--- config.mk ---
export PLATFORM = sky130hd
export DESIGN_NAME = clint_ctrl
export DESIGN_NICKNAME = d
export VERILOG_FILES = /design/src/rtl/clint_pkg.sv /design/src/rtl/clint_timer.sv /design/src/rtl/clint_ctrl.sv
export SDC_FILE = /design/constraint.sdc
export NUM_CORES = 1
export LEC_CHECK = 0
export ABC_AREA = 1
export CORE_MARGIN = 1
export CORE_UTILIZATION = 25
export DETAILED_ROUTE_END_ITERATION = 16
export GPL_TIMING_DRIVEN = 0
export MAX_ROUTING_LAYER = met4
export SETUP_SLACK_MARGIN = 0.02
export SLEW_MARGIN = 30
export SYNTH_ARGS = -nofsm -noshare
export SYNTH_HDL_FRONTEND = slang
export SYNTH_SLANG_ARGS = --single-unit
--- constraint.sdc ---
create_clock -name clk -period 4.84 [get_ports clk]
set_input_delay 0.968 -clock clk [delete_from_list [all_inputs] [get_ports clk]]
set_output_delay 0.968 -clock clk [all_outputs]
set_load 0.005 [all_outputs]
--- src/rtl/clint_pkg.sv ---
// clint_pkg: shared constants and types for the core-local interruptor.
//   DEFAULT_BASE             default region base address (64 KiB region)
//   MSIP_OFF/MTIMECMP_OFF/MTIME_OFF  register offsets within the region
//   state_t                  bus FSM states
//   byte_merge()             byte-masked register update helper
package clint_pkg;

    localparam logic [31:0] DEFAULT_BASE = 32'h0200_0000;

    localparam logic [15:0] MSIP_OFF     = 16'h0000;
    localparam logic [15:0] MTIMECMP_OFF = 16'h4000;
    localparam logic [15:0] MTIME_OFF    = 16'hBFF8;

    typedef enum logic {
        IDLE,
        RESP
    } state_t;

    // Replace each byte of i_old whose mask bit is set with the byte of i_new.
    function automatic logic [63:0] byte_merge(input logic [63:0] i_old,
                                               input logic [63:0] i_new,
                                               input logic [7:0]  i_mask);
        logic [63:0] v;
        v = i_old;
        for (int unsigned i = 0; i < 8; i++) begin
            if (i_mask[i]) begin
                v[8*i +: 8] = i_new[8*i +: 8];
            end
        end
        return v;
    endfunction

endpackage

--- src/rtl/clint_timer.sv ---
// clint_timer: prescaler plus the 64-bit mtime register.
//   clk, rst        core clock, synchronous active-high reset
//   i_we            bus write strobe for mtime (already decoded)
//   i_wdata/i_wmask write data and byte enables
//   i_cmp           current mtimecmp value
//   o_mtime         current mtime value
//   o_mtime_ge      mtime >= mtimecmp (unsigned)
module clint_timer
    import clint_pkg::*;
#(
    parameter int unsigned TICK_DIV = 1
) (
    input  logic        clk,
    input  logic        rst,
    input  logic        i_we,
    input  logic [63:0] i_wdata,
    input  logic [7:0]  i_wmask,
    input  logic [63:0] i_cmp,
    output logic [63:0] o_mtime,
    output logic        o_mtime_ge
);

    localparam int unsigned CW = (TICK_DIV > 1) ? $clog2(TICK_DIV) : 1;
    localparam logic [CW-1:0] LAST = CW'(TICK_DIV - 1);

    logic [CW-1:0] r_presc;
    logic [63:0]   r_mtime;
    logic          w_tick;

    assign w_tick = (r_presc == LAST);

    always_ff @(posedge clk) begin
        if (rst) begin
            r_presc <= '0;
            r_mtime <= '0;
        end else begin
            // Prescaler keeps running regardless of bus writes.
            r_presc <= w_tick ? '0 : r_presc + CW'(1);
            // A write with at least one byte enabled overrides a coincident
            // tick; an all-zero mask is a pure no-op and lets the tick through.
            if (i_we && (|i_wmask)) begin
                r_mtime <= byte_merge(r_mtime, i_wdata, i_wmask);
            end else if (w_tick) begin
                r_mtime <= r_mtime + 64'd1;
            end
        end
    end

    assign o_mtime    = r_mtime;
    assign o_mtime_ge = (r_mtime >= i_cmp);

endmodule

--- src/rtl/clint_ctrl.sv ---
// clint_ctrl: memory-mapped CLINT register block (msip, mtimecmp, mtime)
// with a single-outstanding valid/ready request/response port.
//   clk, rst                       core clock, synchronous active-high reset
//   req_valid/req_ready            request handshake
//   req_we/req_addr/req_wdata/req_wmask  request payload
//   resp_valid/resp_ready          response handshake
//   resp_rdata/resp_err            read data (0 for writes/errors), error flag
//   MIE, MTIE, MSIE                interrupt enable inputs
//   tint, sint                     timer / software interrupt requests
module clint_ctrl
    import clint_pkg::*;
#(
    parameter logic [31:0] BASE     = DEFAULT_BASE,
    parameter int unsigned TICK_DIV = 1
) (
    input  logic        clk,
    input  logic        rst,
    input  logic        req_valid,
    output logic        req_ready,
    input  logic        req_we,
    input  logic [31:0] req_addr,
    input  logic [63:0] req_wdata,
    input  logic [7:0]  req_wmask,
    output logic        resp_valid,
    input  logic        resp_ready,
    output logic [63:0] resp_rdata,
    output logic        resp_err,
    input  logic        MIE,
    input  logic        MTIE,
    input  logic        MSIE,
    output logic        tint,
    output logic        sint
);

    state_t      r_state;
    state_t      w_state_next;
    logic [63:0] r_mtimecmp;
    logic        r_msip;
    logic [63:0] r_rdata;
    logic        r_err;

    logic        w_accept;
    logic        w_in_region;
    logic        w_aligned;
    logic        w_sel_msip;
    logic        w_sel_cmp;
    logic        w_sel_mtime;
    logic        w_err;
    logic [63:0] w_rd_value;
    logic [63:0] w_mtime;
    logic        w_mtime_ge;
    logic        w_mtime_we;

    // Address decode
    assign w_in_region = (req_addr[31:16] == BASE[31:16]);
    assign w_aligned   = (req_addr[2:0] == 3'b000);
    assign w_sel_msip  = w_in_region && w_aligned && (req_addr[15:0] == MSIP_OFF);
    assign w_sel_cmp   = w_in_region && w_aligned && (req_addr[15:0] == MTIMECMP_OFF);
    assign w_sel_mtime = w_in_region && w_aligned && (req_addr[15:0] == MTIME_OFF);
    assign w_err       = !(w_sel_msip || w_sel_cmp || w_sel_mtime);

    assign w_accept    = (r_state == IDLE) && req_valid;
    assign w_mtime_we  = w_accept && req_we && w_sel_mtime;

    clint_timer #(
        .TICK_DIV (TICK_DIV)
    ) u_timer (
        .clk        (clk),
        .rst        (rst),
        .i_we       (w_mtime_we),
        .i_wdata    (req_wdata),
        .i_wmask    (req_wmask),
        .i_cmp      (r_mtimecmp),
        .o_mtime    (w_mtime),
        .o_mtime_ge (w_mtime_ge)
    );

    // Read mux; writes and errors return zero.
    always_comb begin
        w_rd_value = '0;
        if (!req_we) begin
            if (w_sel_msip) begin
                w_rd_value = {63'd0, r_msip};
            end else if (w_sel_cmp) begin
                w_rd_value = r_mtimecmp;
            end else if (w_sel_mtime) begin
                w_rd_value = w_mtime;
            end
        end
    end

    always_ff @(posedge clk) begin
        if (rst) begin
            r_mtimecmp <= '1;
            r_msip     <= 1'b0;
            r_rdata    <= '0;
            r_err      <= 1'b0;
        end else if (w_accept) begin
            r_rdata <= w_rd_value;
            r_err   <= w_err;
            if (req_we && w_sel_cmp) begin
                r_mtimecmp <= byte_merge(r_mtimecmp, req_wdata, req_wmask);
            end
            if (req_we && w_sel_msip && req_wmask[0]) begin
                r_msip <= req_wdata[0];
            end
        end
    end

    always_ff @(posedge clk) begin
        if (rst) begin
            r_state <= IDLE;
        end else begin
            r_state <= w_state_next;
        end
    end

    always_comb begin
        w_state_next = r_state;
        req_ready    = 1'b0;
        resp_valid   = 1'b0;
        case (r_state)
            IDLE: begin
                req_ready = 1'b1;
                if (req_valid) begin
                    w_state_next = RESP;
                end
            end
            RESP: begin
                resp_valid = 1'b1;
                if (resp_ready) begin
                    w_state_next = IDLE;
                end
            end
            default: w_state_next = IDLE;
        endcase
    end

    assign resp_rdata = r_rdata;
    assign resp_err   = r_err;

    assign tint = w_mtime_ge && MIE && MTIE;
    assign sint = r_msip && MIE && MSIE;

endmodule

# Word level (Yosys, flattened, before mapping)
# Cells that the tools add are included.
# Widths: inputs -> output; s select.
dict set report totals {
  ram_bits 0
  word_cells 96
  ff_bits 196
  output_inout_bits 69
  latch_bits 0
  mem_bits_ro 0
  memories 0
  inputBits 112
}
dict set report classes {
  reduce_logical 39
  n_addsub 2
  n_eq_ne 12
  shifts 0
  order_cmp 1
  n_div 0
  n_bitwise 2
  multipliers 0
  muxes 19
}
# operator n
set op_table {}
lappend op_table {{$mux 64} 6}
lappend op_table {{$add 64x1->64 const B} 1}
lappend op_table {{$ge 64x64->1} 1}
lappend op_table {{$mux 8} 8}
lappend op_table {{$reduce_and 3->1} 8}
lappend op_table {{$ne 2x2->1 const B} 9}
lappend op_table {{$reduce_and 2->1} 9}
lappend op_table {{$eq 16x10->1 const B} 1}
lappend op_table {{$eq 16x15->1 const B} 1}
lappend op_table {{$eq 16x16->1 const B} 1}
lappend op_table {{$logic_not 16->1} 1}
lappend op_table {{$logic_and 1x1->1} 15}
lappend op_table {{$reduce_or 8->1} 1}
lappend op_table {{$mux 1} 4}
lappend op_table {{$logic_not 3->1} 1}
lappend op_table {{$logic_or 1x1->1} 2}
lappend op_table {{$not 1->1} 2}
lappend op_table {{$pmux 1 s2} 1}
lappend op_table {{$reduce_or 2->1} 1}
lappend op_table {{$add 1x1->1 const B} 1}
lappend op_table {{$logic_not 1->1} 1}

# Longest topological paths before layout
# Gate-level depths: netlist of run 1.
dict set report depth {
  word_depth 7
  depth_mapped 15
  depth_no_buf 15
}

# By module
# A second synthesis of run 1 with hierarchy kept.
dict set report unflattened {
  hier_cells 2118
  hier_area_um2 13138.9
}
# module instances seq_area_each_um2 cells_each area_each_um2
set by_module_without_submodules {}
lappend by_module_without_submodules {clint_timer 1 1301.2 1220 6966.7}
lappend by_module_without_submodules {clint_ctrl 1 2622.5 898 6172.2}

# Worst setup path before layout of run 1
# OpenSTA, ideal clock, no wires.
dict set report synth_path {
  path_type {input-to-reg}
  startpoint {in req_wmask[6]}
  endpoint {reg u_timer.r_mtime[33], in the netlist u_timer.o_mtime[33]}
  required_ns 4.723
  cell_stages 12
  setup_ns 0.117
  slack_ns 2.388
  arrival_time_ns 2.335
  path_buffers 3
  path_cell_list {buf_2 -> inv_2 -> nand3_1 -> nor2_1 -> nor2_1 -> nand3_1 -> nand2_1 -> buf_2 -> nand2_1 -> buf_2 -> o21ai_0 -> nor2_1}
}
dict set report synth_via {
  elab_chain_len 4
  word_cells_on_any_way 6
  cone_classes {2 x eq/ne; 1 x mux; 3 x reduce/logical}
}
# item line_no
set synth_rtl {}
lappend synth_rtl {{start: declaration} clint_ctrl.sv:23} ;# input logic [7:0] req_wmask,
lappend synth_rtl {{$reduce_or 8->1 (*)} clint_timer.sv:41} ;# if (i_we && (|i_wmask)) begin
lappend synth_rtl {{$logic_and 1x1->1 (*)} clint_timer.sv:41}
lappend synth_rtl {{$ne 2x2->1 (no line)} n/a}
lappend synth_rtl {{$reduce_and 2->1 (no line)} n/a}
lappend synth_rtl {{end signal: assignment} clint_timer.sv:42} ;# r_mtime <= byte_merge(r_mtime, i_wdata, i_wmask);
lappend synth_rtl {{end signal: assignment} clint_timer.sv:44} ;# r_mtime <= r_mtime + 64'd1;
lappend synth_rtl {{end: declaration} clint_timer.sv:27} ;# logic [63:0] r_mtime;
# Every way passes the cells marked *; elsewhere a longest branch is shown, timed or not.
# A chain may end at the register's enable or synchronous reset.

# Worst setup path in the final report of run 1
dict set report layout_path {
  startpoint {reg u_timer.r_mtime[7], in the netlist u_timer.o_mtime[7]}
  endpoint {out tint}
}
dict set report layout_via {
  elab_chain_len 3
}
# item line_no
set layout_rtl {}
lappend layout_rtl {{$ge 64x64->1} clint_timer.sv:50} ;# assign o_mtime_ge = (r_mtime >= i_cmp);
lappend layout_rtl {{$logic_and 1x1->1 (2 in a row)} clint_ctrl.sv:142} ;# assign tint = w_mtime_ge && MIE && MTIE;
lappend layout_rtl {{end: declaration} clint_ctrl.sv:31} ;# output logic tint,
# No other way between the ends.

==> results of run 1 <==
==> worst max-delay path by stage <==
| stage | startpoint | endpoint | slack [ns] | cells after the start |
|---|---|---|---|---|
| 6_report | u_timer.o_mtime[7]$_SDFFE_PP0P_ | tint | 0.95 | 12 |
| 4_1_cts | u_timer.o_mtime[59]$_SDFFE_PP0P_ | tint | 0.95 | 10 |
| 2_1_floorplan | req_wmask[6] | u_timer.o_mtime[33]$_SDFFE_PP0P_ | 2.39 | 12 |
| 3_5_place_dp | req_addr[1] | u_timer.o_mtime[22]$_SDFFE_PP0P_ | 0.88 | 11 |
| 3_3_place_gp | req_addr[1] | u_timer.o_mtime[22]$_SDFFE_PP0P_ | 0.59 | 11 |
| 5_1_grt | u_timer.o_mtime[7]$_SDFFE_PP0P_ | tint | 0.81 | 12 |
==> sequential cells by signal (all words and copies together) (netlist names) <==
name and cells:
u_timer.o_mtime 64, resp_err 1, r_mtimecmp 64, u_timer.r_presc 1, r_state 1, r_msip 1
resp_rdata 64
==> tightest hold or removal path: stages (launching register included) <==
cell and delay [ns]:
dfxtp_1 0.31, nand2_1 0.06, a21oi_1 0.05
==> layout make-up <==
type                            count  area share (%)
Multi-Input combinational cell   1668            48.6
Clock buffer                       20            2.73
Timing Repair Buffer              180            11.0
Clock inverter                     11            1.08
Inverter                          214            4.91
Buffer                             93            2.46
Sequential cell                   196            24.0
Tap cell                          680            5.20
Antenna cell                        1          0.0153
==> cell usage in the layout, fill, tap and decap left out, drive strengths merged, types with 3 or more instances in the layout <==
cell,n
clkinv,5
nor3,10
o211ai,8
nand3b,10
a21oi,138
xor2,11
xnor2,7
or2,7
nor2,253
o21bai,4
ha,65
nand3,342
nand2,681
bufinv,4
buf,51
o21a,3
dfxtp,196
clkbuf,63
o21ai,76
clkdlybuf4s50,179
inv,215
nand4,44
==> metal layers <==
metal	track usage [%]	vias up
met1	27.8	6779
met3	3.53	73
met2	32.9	471
met4	7.33	0
met5	-	-
li1	-	7444
==> where the power goes <==
group | leakage (nW) | internal [mW] | total [mW] | switching [mW]
Combinational | 5.63 | 0.151 | 0.403 | 0.251
Clock | 0.301 | 0.881 | 1.56 | 0.678
Sequential | 1.59 | 1.63 | 1.68 | 0.0462
Total | 7.53 | 2.66 | 3.64 | 0.976
==> cell families (layout without fill, tap and decap cells) <==
family / Yosys count / count (layout) / share of synthesized area (%)
and+or+nand+nor: 1353 / 1353 / 44.1
buffers and inverters: 307 / 518 / 9.19
AOI/OAI and AO/OA: 231 / 231 / 9.24
DFF: 196 / 196 / 30.1
adders and majority gates: 65 / 65 / 6.23
xor gates and xnor gates: 18 / 18 / 1.21
other: 1 / 2 / 0.0287
==> impl_metrics.json, run 1 <==
{
  "maxCapViolCount": 0,
  "worst_slew_pin_slew_ns": 1.07,
  "ys_async_sr_fraction_pct": 0,
  "synth_most_common_cell": "nand2_1",
  "dpl-instance-area_um2": 15700,
  "finalHoldViolCount": 0,
  "via_per_inst": 4.82,
  "syn_avg_cell_area_um2": 6.01,
  "first_pass_iters": 6,
  "final_util_pct": 31.8,
  "leakage_nw": 7.53,
  "fmax_mhz": 257,
  "ctsHoldBuffers": 0,
  "clock_path_buffers": 2,
  "yosysTopAreaCell": "dfxtp_1",
  "synth_cells": 2171,
  "die_area_um2": 53100,
  "setup_viol_count_final": 0,
  "hp-start": "resp_rdata[60]$_SDFFE_PP0P_",
  "p_per_area_nw_per_um2": 223,
  "rrSetupSlack_ns": 1.92,
  "post-route-drc-count": 0,
  "synth_top_cell_area_share_pct": 30.1,
  "dpl.cell_count": 3031,
  "portBuffers": 179,
  "cp_top_family": "simple AND/OR/NAND/NOR gates",
  "r2r_end": "u_timer.o_mtime[63]$_SDFFE_PP0P_",
  "pin_count": 181,
  "cp_max_fo": 7,
  "cts_tree": "done",
  "r2r_cells": 10,
  "drt_iter0_markers": 1231,
  "finalPower_mw": 3.64,
  "rsz0062_at_grt": "false",
  "hold_path_end": "resp_rdata[60]$_SDFFE_PP0P_",
  "crit_type": "flip-flop to output pin",
  "start_util_pct": 25.4,
  "globalplace.congestion": 1.01,
  "setup_ws_ns": 0.953,
  "synthTopCellsByCount": "nand2_1 (677), nand3_1 (341), nor2_1 (249), inv_1 (208), dfxtp_1 (196)",
  "wl_met3_mm": 3.40,
  "cp.required_ns": 3.87,
  "wirelength_mm": 55.1,
  "ys_ff_latch": 196,
  "post_cts_resized": 0,
  "cts.sinks": 196,
  "core_um2": 51400,
  "drt.antenna.violating_nets": 0,
  "post_cts_buffers": 0,
  "drive_gt1_share_pct": 4.07,
  "die_h_um": 231,
  "min_path_cells": 2,
  "grt_max_degree": 17,
  "grt-ovfl-total": 0,
  "netlist_top_cells_area": "dfxtp_1 (30%), nand2_1 (19%), nand3_1 (13%), nor2_1 (7.2%), ha_1 (6.2%)",
  "cp_slowest_cell": "clkdlybuf4s50_1",
  "peakVddDrop_uv": 180,
  "multi_input_area_um2": 7940,
  "grt_pass1_wl_mm": 82.9,
  "dp_hpwl_mm": 42.6,
  "numCtsBuffers": 17,
  "antenna_found_initial": 1,
  "min_path_type": "flip-flop to flip-flop",
  "ctsRootBufferMaster": "clkbuf_16",
  "post-route-min-period_ns": 3.89,
  "crit_path_frequent_cell": "nand2_1",
  "die_x_um": 231,
  "clk_pin_slew_ns": 0.07,
  "fin_hold_ws_ns": 0.464,
  "yosysWarnings": 0,
  "status": "finished clean",
  "grt_pass1_vias": 13700,
  "wl_per_cell_um": 18.0,
  "vias": 14800,
  "top_layer": "met4",
  "wl_met2_mm": 24.5,
  "cp_cell_sequence": "ha_1 -> nand2_1 -> nor2_1 -> nand4_1 -> nand3_1 -> nand2_1 -> nand2_1 -> nand2_1 -> nand2_1 -> nand2_1 -> a21oi_1 -> clkdlybuf4s50_1",
  "crit_path_start_kind": "flip-flop",
  "synth_area_um2": 13100,
  "drt-met1-wl_mm": 25.6,
  "finalInstanceArea_um2": 16300,
  "clkLatencyLatePin_ns": 0.48,
  "n_fill_cell": 5809,
  "synth_ff_type": "dfxtp_1",
  "yosysSeqAreaShare_pct": 30.1,
  "setup_tns_ns": 0,
  "grt_usage_pct": 21.2,
  "finalCritPeriodShare_pct": 80.3,
  "relSlewSlack_pct": 28.5,
  "fin_nets": 2547,
  "path_buf_inv": 1,
  "synth.distinct_cells": 39,
  "slowest_delay_ns": 0.52,
  "regArea_um2": 3920,
  "fp-row-count": 83,
  "slew_viol_final": 0,
  "syn_to_final_growth_pct": 25.2,
  "end_kind": "output pin",
  "syn_nets": 2348,
  "place_ws_ns": 0.879,
  "r2r_start": "r_state$_SDFF_PP0_",
  "finalNonFillerCells": 3063,
  "arrival_ns": 2.92,
  "ctsHtreeMaxLevel": 4,
  "synth_edf_count": 0,
  "clock_skew_ns": 0.0160
}
Power figures use the tool's default switching activity.
==> run 2: changes to the inputs <==
Clock period 4.84 ns to 3.9 ns, I/O delays scaled along.
==> results of run 2 <==
The final DEF is identical to that of run 1. Status: finished clean.
Main changes from that run: setup slack after placement 0.879 ns -> 0.127 ns; setup slack after layout 0.953 ns -> 0.201 ns; register-to-register setup slack 1.92 ns -> 0.98 ns; total power 3.64 mW -> 4.52 mW; worst IR drop on VDD 180 uV -> 223 uV
